### src/rtl/store_pkg.sv
// Shared encodings for the store merge block: store size codes and FSM states.
// No logic here beyond a pure legality helper used at request acceptance.
// Imported by store_merge and lane_merge.
package store_pkg;

  localparam logic [1:0] OP_SB  = 2'b00;
  localparam logic [1:0] OP_SH  = 2'b01;
  localparam logic [1:0] OP_SW  = 2'b10;
  localparam logic [1:0] OP_ILL = 2'b11;

  typedef enum logic [1:0] {
    S_IDLE  = 2'd0,
    S_READ  = 2'd1,
    S_WAIT  = 2'd2,
    S_WRITE = 2'd3
  } state_t;

  // A store is legal when the size code is defined and the address is
  // naturally aligned for that size.
  function automatic logic store_legal(input logic [1:0] op, input logic [1:0] addr_lo);
    logic ok;
    ok = 1'b0;
    case (op)
      OP_SB:   ok = 1'b1;
      OP_SH:   ok = ~addr_lo[0];
      OP_SW:   ok = (addr_lo == 2'b00);
      default: ok = 1'b0;
    endcase
    return ok;
  endfunction

endpackage

### src/rtl/store_merge_lane_merge.sv
// Little-endian byte/halfword insertion of store data into an existing word.
// Purely combinational; no state, no flow control.
// Lanes outside the store size keep the old word.
module lane_merge
  import store_pkg::*;
(
  input  logic [31:0] old_word,
  input  logic [31:0] data,
  input  logic [1:0]  op,
  input  logic [1:0]  addr_lo,
  output logic [31:0] merged
);

  // Overwrite only the lane(s) addressed by the store, keep the rest.
  always_comb begin
    merged = old_word;
    case (op)
      OP_SB:   merged[{addr_lo, 3'b000} +: 8]      = data[7:0];
      OP_SH:   merged[{addr_lo[1], 4'b0000} +: 16] = data[15:0];
      OP_SW:   merged                              = data;
      default: merged                              = old_word;
    endcase
  end

endmodule

### src/rtl/store_merge.sv
// Store unit: sw writes directly, sb/sh do read-merge-write of the containing word.
// Latency: sw 1 cycle request-to-done, sb/sh 3 cycles best case.
// Stalls the pipeline via st_busy; mem_wr is held until mem_ready.
module store_merge
  import store_pkg::*;
(
  input  logic        clk,
  input  logic        rst,
  input  logic        st_req,
  input  logic [1:0]  st_op,
  input  logic [31:0] st_addr,
  input  logic [31:0] st_data,
  output logic        st_busy,
  output logic        st_done,
  output logic        st_err,
  output logic [31:0] mem_addr,
  output logic        mem_rd,
  input  logic [31:0] mem_rdata,
  input  logic        mem_rvalid,
  output logic        mem_wr,
  output logic [31:0] mem_wdata,
  input  logic        mem_ready
);

  state_t      state;
  state_t      state_nxt;
  logic [1:0]  op_q;
  logic [31:0] addr_q;
  logic [31:0] data_q;
  logic [31:0] wdata_q;
  logic        err_q;
  logic [31:0] merged;
  logic        accept;
  logic        legal;

  assign legal  = store_legal(st_op, st_addr[1:0]);
  assign accept = (state == S_IDLE) && st_req;

  lane_merge u_lane_merge (
    .old_word (mem_rdata),
    .data     (data_q),
    .op       (op_q),
    .addr_lo  (addr_q[1:0]),
    .merged   (merged)
  );

  // State register; reset abandons any in-flight store.
  always_ff @(posedge clk) begin
    if (rst) state <= S_IDLE;
    else     state <= state_nxt;
  end

  // Next-state and memory strobes; rd and wr live in disjoint states.
  always_comb begin
    state_nxt = state;
    mem_rd    = 1'b0;
    mem_wr    = 1'b0;
    st_done   = 1'b0;
    case (state)
      S_IDLE: begin
        if (st_req && legal) state_nxt = (st_op == OP_SW) ? S_WRITE : S_READ;
      end
      S_READ: begin
        mem_rd    = 1'b1;
        state_nxt = S_WAIT;
      end
      S_WAIT: begin
        if (mem_rvalid) state_nxt = S_WRITE;
      end
      S_WRITE: begin
        mem_wr = 1'b1;
        if (mem_ready) begin
          st_done   = 1'b1;
          state_nxt = S_IDLE;
        end
      end
      default: state_nxt = S_IDLE;
    endcase
  end

  // Capture the request in IDLE, register the merged word when read data lands.
  always_ff @(posedge clk) begin
    if (rst) begin
      op_q    <= OP_SB;
      addr_q  <= '0;
      data_q  <= '0;
      wdata_q <= '0;
      err_q   <= 1'b0;
    end else begin
      err_q <= 1'b0;
      if (accept) begin
        if (legal) begin
          op_q   <= st_op;
          addr_q <= st_addr;
          data_q <= st_data;
          if (st_op == OP_SW) wdata_q <= st_data;
        end else begin
          err_q <= 1'b1;
        end
      end else if (state == S_WAIT && mem_rvalid) begin
        wdata_q <= merged;
      end
    end
  end

  assign st_busy   = (state != S_IDLE);
  assign st_err    = err_q;
  assign mem_addr  = {addr_q[31:2], 2'b00};
  assign mem_wdata = wdata_q;

endmodule

### config.mk
export PLATFORM = sky130hd
export DESIGN_NAME = store_merge
export DESIGN_NICKNAME = d
export VERILOG_FILES = /design/src/rtl/store_pkg.sv /design/src/rtl/store_merge_lane_merge.sv /design/src/rtl/store_merge.sv
export SDC_FILE = /design/constraint.sdc
export NUM_CORES = 1
export LEC_CHECK = 0
export CELL_PAD_IN_SITES_DETAIL_PLACEMENT = 0
export CELL_PAD_IN_SITES_GLOBAL_PLACEMENT = 1
export CORE_MARGIN = 3
export CORE_UTILIZATION = 31
export CTS_CLUSTER_SIZE = 28
export DETAILED_ROUTE_END_ITERATION = 6
export PLACE_DENSITY = 0.81
export SLEW_MARGIN = 25
export SYNTH_ARGS = -nofsm -noshare
export SYNTH_HDL_FRONTEND = slang
export SYNTH_HIERARCHICAL = 1
export SYNTH_SLANG_ARGS = --single-unit
### constraint.sdc
create_clock -name clk -period 2.4 [get_ports clk]
set_input_delay 0.48 -clock clk [delete_from_list [all_inputs] [get_ports clk]]
set_output_delay 0.48 -clock clk [all_outputs]
set_load 0.01 [all_outputs]
* Yosys cells after proc, flatten, opt, wreduce, memory -nomap -nowiden *
Index checks and enable logic that the tools add are counted.

word-level totals
  output and inout bits = 69
  word-level logic and storage cells = 57
  register bits after elaboration = 101

cells by class
  shifts and indexed selects = 4
  equality and inequality tests = 12
  bitwise operators = 2
  reductions and logical operators = 13
  add/subtract/negate cells = 2
  multiplexer cells = 18

operators with widths
  operator                 number
  $mux 32                  4
  $pmux 32 s3              1
  $bwmux 32                2
  $shift 16x7->32 const A  1
  $shift 8x7->32 const A   1
  $shiftx 16x7->32         1
  $shiftx 8x7->32          1
  $neg 5->7                2
  $eq 2x2->1 const B       4
  $logic_not 2->1          4
  $mux 2                   4
  $pmux 2 s4               1
  $eq 2x1->1 const B       3
  $ne 2x1->1 const B       3
  $reduce_and 3->1         2
  $mux 1                   5
  $ne 2x2->1 const B       2
  $reduce_bool 2->1        2
  $logic_and 1x1->1        3
  $pmux 1 s3               1
  $not 1->1                2
  $reduce_and 2->1         1
  $reduce_or 2->1          1

* Longest topological paths before layout *
  depth in word-level cells = 6
  mapped depth = 9

* Hierarchy *
Netlist, hierarchy kept.

by module, submodules not included
  module       times used  cells an instance  area each (um2)
  store_merge  1           532                4405.5
  lane_merge   1           182                1275.0

* Worst setup path before layout *
Ideal clock, no wire load.

  path type = register -> register
  start = register addr_q[1]
  end = register wdata_q[30] (netlist: mem_wdata[30])
  setup slack = 0.097 ns
  arrival = 2.215 ns
  cell stages (with the launch flop) = 9
  buffers on the path = 1
  cell sequence = dfxtp_1 -> buf_2 -> clkinv_1 -> ha_1 -> nor4bb_2 -> and2_1 -> a221o_1 -> nand2_1 -> a311oi_2

between the ends
  word-level cells in the longest chain between the ends = 6

ends and longest elaborated chain
  element                                   RTL line                                                    text
  start, declared                           store_merge.sv:28                                           logic [31:0] addr_q;
  start signal, assigned                    store_merge.sv:94                                           addr_q <= st_addr;
  $neg 5->7 (on tied branches)              store_merge_lane_merge.sv:19, store_merge_lane_merge.sv:18
  $shiftx 16x7->32 (tied with other cells)  store_merge_lane_merge.sv:19                                OP_SH: merged[{addr_lo[1], 4'b0000} +: 16] = data[15:0];
  $bwmux 32 (on tied branches)              store_merge_lane_merge.sv:19, store_merge_lane_merge.sv:18
  $pmux 32 s3 *                             store_merge_lane_merge.sv:17                                case (op)
  net merged[30]                            store_merge.sv:32                                           logic [31:0] merged;
  $mux 32 *                                 store_merge.sv:100                                          end else if (state == S_WAIT && mem_rvalid) begin
  $mux 32 *                                 store_merge.sv:91                                           if (accept) begin
  end signal, assigned                      store_merge.sv:96                                           if (st_op == OP_SW) wdata_q <= st_data;
  end signal, assigned                      store_merge.sv:101                                          wdata_q <= merged;
  end, declared                             store_merge.sv:30                                           logic [31:0] wdata_q;

Mark *: on every way through the listed nets, which the timed path passes. The rest lies on a longest branch. The select of a mux whose other input is x is not followed.
A chain may end at the register's enable or synchronous reset.

* Final worst setup path *
  start = register state[1]
  end = output st_busy

between the ends
  word-level cells in the longest chain between the ends = 1

ends and longest elaborated chain
  element                 RTL line            text
  start, declared         store_merge.sv:25   state_t state;
  start signal, assigned  store_merge.sv:50   else state <= state_nxt;
  $reduce_bool 2->1       store_merge.sv:106  assign st_busy = (state != S_IDLE);
  end, declared           store_merge.sv:13   output logic st_busy,

Every way passes these cells.

==> impl_metrics.py <==
metrics = {
    "cts": {
        "holdBufCountCts": 0,
        "clk_pin_slew_ps": 70,
        "clkLatencyLatePin_ps": 360,
        "cts_tree": "yes",
        "htreeDepth": 3,
        "clockBufferDepth": 2,
        "cts_buffers": 9,
        "cts_root_buf": "clkbuf_16",
        "cts_setup_buffers": 0,
        "cts-resized-gates": 0,
        "cts_sinks": 101,
    },
    "timing": {
        "grt_setup_unrepaired": "false",
        "fin_crit_sh_pct": 90.9,
        "setup_tns_ps": 0,
        "hold_viol": 0,
        "hold_ws_ps": 452,
        "fmax_mhz": 458,
        "finClkSkew_ps": 6.74,
        "maxSlewHeadroom_pct": 66.8,
        "worst_pin_slew_ps": 498,
        "slew_viol_final": 0,
        "setup_viol": 0,
        "min_period_ps": 2180,
    },
    "drt": {
        "wl_um": 18400,
        "via_count": 5605,
        "remaining_drc_errors": 0,
        "drtIter0Drc": 451,
        "firstDrtPassIters": 5,
        "wl_per_cell_um": 17.5,
        "antenna_left": 0,
        "viasPerCell": 5.30,
    },
    "global_routing": {
        "antenna_found_initial": 0,
        "grt-ovfl-total": 0,
        "grt_usage_pct": 18.1,
        "grt_max_degree": 49,
        "grt_first_pass_wirelength_um": 29200,
        "grt_pass1_vias": 5298,
    },
    "floorplan": {
        "rows": 48,
        "die_area_um2": 20000,
        "boundaryPins": 172,
        "die_w_um": 141,
        "start_util_pct": 32.3,
        "die_h_um": 141,
        "core_um2": 17600,
    },
    "synth": {
        "yosys_register_bits": 101,
        "syn_avg_cell_area_um2": 7.96,
        "synth_area_um2": 5680,
        "yosysUniqueCellTypes": 50,
        "ys_warn_count": 6,
        "yosys.area.top_type": "dfxtp_1",
        "ys_seq_area_share_pct": 35.6,
        "synth-edff-count": 0,
        "netlist_instances": 714,
        "synth_top_area_share_pct": 35.6,
        "synth.area.top_cells": "dfxtp_1 (36%), nand2_1 (12%), a311oi_2 (7.9%), a21oi_1 (6.8%), buf_4 (5.0%)",
        "synthArstFlopShare_pct": 0,
        "synthFlopType": "dfxtp_1",
    },
    "flow_run": {
        "cap_violations": 0,
    },
    "cells_and_area": {
        "area_growth_pct": 36.7,
        "fin_cells": 1057,
        "layout_commonest_cell": "nand2_1",
        "layout_common_cells": "nand2_1 (185), clkdlybuf4s50_1 (168), dfxtp_1 (101)",
        "multi_input_area_um2": 3120,
        "utilization_pct": 44.1,
        "drive_gt1_share_pct": 11.1,
        "antenna_cells": 0,
        "regArea_um2": 2020,
        "fin_area_um2": 7770,
        "nets": 940,
        "fillCellCount": 1772,
    },
    "worst_setup_path": {
        "path_class": "reg2out",
        "reg2reg_depth": 7,
        "reg2reg_slack_ps": 260,
        "critPathMaxFanout": 7,
        "cp_data_required_time_ps": 1920,
        "regToRegStartpoint": "addr_q[0]",
        "worstSetupStartpoint": "state[1]",
        "crit_arrival_ps": 1700,
        "end_kind": "primary output",
        "cp-start-kind": "register",
        "r2r_end": "mem_wdata[27]",
    },
    "status": {
        "status": "complete, no violations",
    },
    "placement": {
        "globalplace.congestion": 0.865,
        "hpwl_um": 13300,
        "dpl_cell_area_um2": 7410,
        "dp.cells": 1041,
        "portBuffers": 169,
    },
    "worst_hold_path": {
        "min_from": "addr_q[29]",
        "hold_path_end": "addr_q[29]",
        "worstHoldPathCells": 2,
        "worstHoldPathType": "reg2reg",
    },
    "power": {
        "ir_drop_v": 0.000349,
        "leakagePower_nw": 2.63,
        "powerDensity_nw_per_um2": 803,
    },
}
[cell type report]
cell class	count	share of cell area, %
multi-input combinational	511	40.1
sequential	101	26.0
timing repair buffer	193	25.2
tap	225	3.62
clock buffer	11	3.13
clock inverter	5	1.37
inverter	11	0.532
[Yosys cell counts (3+ instances only)]
cell,number
nand2_1,185
dfxtp_1,101
a21oi_1,77
buf_4,38
nor2_1,37
nand3_1,32
a311oi_2,30
clkbuf_1,28
buf_2,22
a22oi_1,15
o221ai_1,12
a221o_1,10
a32oi_1,10
ha_1,10
mux2_2,10
a31oi_1,9
inv_1,9
nand3b_1,9
a22o_1,8
and2_1,8
o211ai_1,8
or3_1,5
o21ai_1,4
nand2b_1,3
nand4_1,3
[state kept, by name, indices dropped and copies added (netlist names)]
signal and cells:
addr_q 32, data_q 32, mem_wdata 32, op_q 2
state 2, st_err 1
[worst max-delay path, stage by stage (launching register included)]
cell             delay [ps]
dfxtp_1                 390
inv_1                   100
ha_2                    230
inv_1                    60
clkdlybuf4s50_1         550
[per-stage QoR]
step / setup WS (ps) / power (mW)
CTS: 104 / 6.30
global placement: 293 / 4.53
detailed placement: 237 / 4.56
floorplan: 96.7 / 3.61
global route: 89.0 / 6.62
finish: 218 / 6.24
[layer usage]
metal  up-vias  routed length [um]  global-route usage (%)
li1       2729                   -                       -
met1      2632                8500                    25.3
met2       224                8260                    28.3
met3        20                1380                    3.54
met4         0                 304                    5.25
met5         -                   0                       0
[kinds of logic (layout without fill, tap and decap cells)]
kind of cell / after synthesis / count (layout) / share of synthesized area, %
AO/OA/AOI/OAI: 192 / 192 / 27.0
adder cells (fa/ha/maj): 10 / 10 / 2.20
buffers and inverters: 103 / 220 / 10.1
flip-flops: 101 / 101 / 35.6
multiplexers: 11 / 11 / 2.16
other: 1 / 2 / 0.0660
AND/OR/NAND/NOR: 296 / 296 / 22.9
[where the power goes]
part / leakage, nW / total [mW] / internal (mW) / switching [mW]
Combinational: 1.64 / 2.46 / 1.10 / 1.36
Sequential: 0.821 / 2.05 / 1.89 / 0.153
Clock: 0.166 / 1.73 / 1.05 / 0.676
Total: 2.63 / 6.24 / 4.04 / 2.19
[how the worst max path moves through the flow]
stage                               end
after global routing            st_busy
after CTS                       st_busy
after detailed placement  mem_wdata[18]
after floorplan           mem_wdata[30]
after global placement       addr_q[28]
final                           st_busy
(Power assumes the default switching activity.)
==> patch, RTL diff (config.mk and constraints unchanged) <==
The 4 states of `state_t` get a one-hot encoding in 4 bits.
--- a/src/rtl/store_pkg.sv
+++ b/src/rtl/store_pkg.sv
@@ -9,9 +9,9 @@
   localparam logic [1:0] OP_ILL = 2'b11;
 
-  typedef enum logic [1:0] {
-    S_IDLE  = 2'd0,
-    S_READ  = 2'd1,
-    S_WAIT  = 2'd2,
-    S_WRITE = 2'd3
+  typedef enum logic [3:0] {
+    S_IDLE  = 4'b0001,
+    S_READ  = 4'b0010,
+    S_WAIT  = 4'b0100,
+    S_WRITE = 4'b1000
   } state_t;
 
Behaviour: same outputs for any inputs over 4 cycles, from zero or initial values and one cycle with rst high; so few cycles prove little.
==> patch against the original RTL <==
Via count decreased by 6.1%; design area decreased by 2.1%; routed wire length decreased by 5.4%; synthesized area decreased by 2.9%; clock skew increased by 0.00096 ns; worst setup slack got worse by 0.10 ns; sequential cell count increased by 2; critical path type unchanged; critical endpoint is now st_done.
Power is not compared: it rests on default switching activity, and its combinational part moved more than twofold at a synthesized area within 25%.
==> patch: results (changes against the original RTL) <==
[run_status]
status = finished, final reports clean

[synth]
yosys.area_share.adder = 0.0113  ; -0.0107
synth_cell_types = 49  ; -2.0%
synth.area.mux_share = 0.0785  ; +0.0569
synthXorXnorAreaFrac = 0.00159  ; +0.00159
synth_common_cells = 155 x nand2_1, 103 x dfxtp_1, 78 x a21oi_1
synth_compound_area_frac = 0.240  ; -0.0300
synth.area.top_cells = dfxtp_1 37%, nand2_1 11%, a21oi_1 7.1%, mux2i_1 5.8%, a221oi_1 5.1%
seq_area_frac_synth = 0.374  ; +0.0180
avgSynthCellArea_um2 = 8.07  ; +1.5%

[critical_path]
r2r_end = mem_wdata[19]$_SDFFE_PP0P_
crit_family = simple AND/OR/NAND/NOR gates
max_stage_delay_ns = 0.53  ; -0.02 ns
reg2regPathDepth = 7  ; unchanged
slowest_stage = clkdlybuf4s50_1
reg2reg_slack_ns = 0.28  ; +0.02 ns

[pwr]
pwr-share-seq = 0.433
pg_comb_w = 0.000920
power_w = 0.00425
p_switching_w = 0.00114

[global_route]
grt_pass1_vias = 5113  ; -3.5%
grt_max_degree = 50  ; +2.0%
grtUsageTotal = 0.176  ; -0.00523
grt_util_met1 = 0.249  ; -0.00390
grt_pass1_wl_mm = 27.8  ; -4.7%
gr-usage-met3 = 0.0416  ; +0.00619
grt_use_met2 = 0.265  ; -0.0180

[timing]
fin_skew_ns = 0.00771  ; +0.000964 ns
slew_headroom = 0.640  ; -0.0279
worst_hold_slack_ns = 0.453  ; +0.000661 ns

[layout]
drive_above_1_share = 0.0805  ; -0.0300
n_clock_buffer = 12  ; +1
final-nonclk-buf-share = 0.260  ; +0.00774
nFillCells = 1729  ; -2.4%
clock_area_frac = 0.0393  ; -0.00561
n_all_inverters = 9  ; -2
multi_input_area_share = 0.388  ; -0.0132
nNetsFinal = 911  ; -3.1%
multi_input_gates = 483  ; -5.5%
regArea_um2 = 2060  ; +2.1%
final_cells = 1032  ; -2.4%
multiInputGateArea_um2 = 2950  ; -5.3%
signal_buffers = 197  ; +2.1%

[placed_design]
hpwl_mm = 12.6  ; -5.4%
placed_cell_area_um2 = 7290  ; -1.7%
place_ws_ns = 0.197  ; -0.0400 ns
gp_congestion = 0.897  ; +3.7%

[detailed_routing]
via_per_inst = 5.10  ; -3.8%
finalWirelength_mm = 17.4  ; -5.4%
first_iter_violations = 232  ; -49%
dr.pass1.iters = 4  ; -1

[die]
die_x_um = 139  ; -1.4%

[cts]
clkLatencyLatePin_ns = 0.35
cts-resized-gates = 2  ; +2
cts_root_buffer = clkbuf_16
clkSinkCount = 103  ; +2.0%

[min_path]
hold_end = addr_q[8]$_SDFFE_PP0P_
min_from = addr_q[8]$_SDFFE_PP0P_

## patch: changes by cell type in the layout (fill, tap and decap cells not counted), sizes merged, moves of 30 or more
cell	delta
a311oi	-32
a221oi	+31
mux2i	+31
nand2	-30
nand3	-30
## patch: worst max-delay path by stage
stage	depth (start not counted)	slack, ns	from	to
2_1_floorplan	8	0.07	addr_q[1]$_SDFFE_PP0P_	mem_wdata[30]$_SDFFE_PP0P_
3_3_place_gp	6	0.26	st_op[0]	addr_q[1]$_SDFFE_PP0P_
3_5_place_dp	6	0.20	st_op[0]	addr_q[27]$_SDFFE_PP0P_
4_1_cts	4	0.03	state[3]$_SDFFE_PP0P_	st_busy
5_1_grt	3	0.001	state[2]$_SDFFE_PP0P_	st_done
6_report	3	0.12	state[2]$_SDFFE_PP0P_	st_done
## patch: routing by layer
metal	share of wire	up-vias
li1	-	2663
met1	0.47	2407
met2	0.45	172
met3	0.065	22
met4	0.017	0
met5	0	-
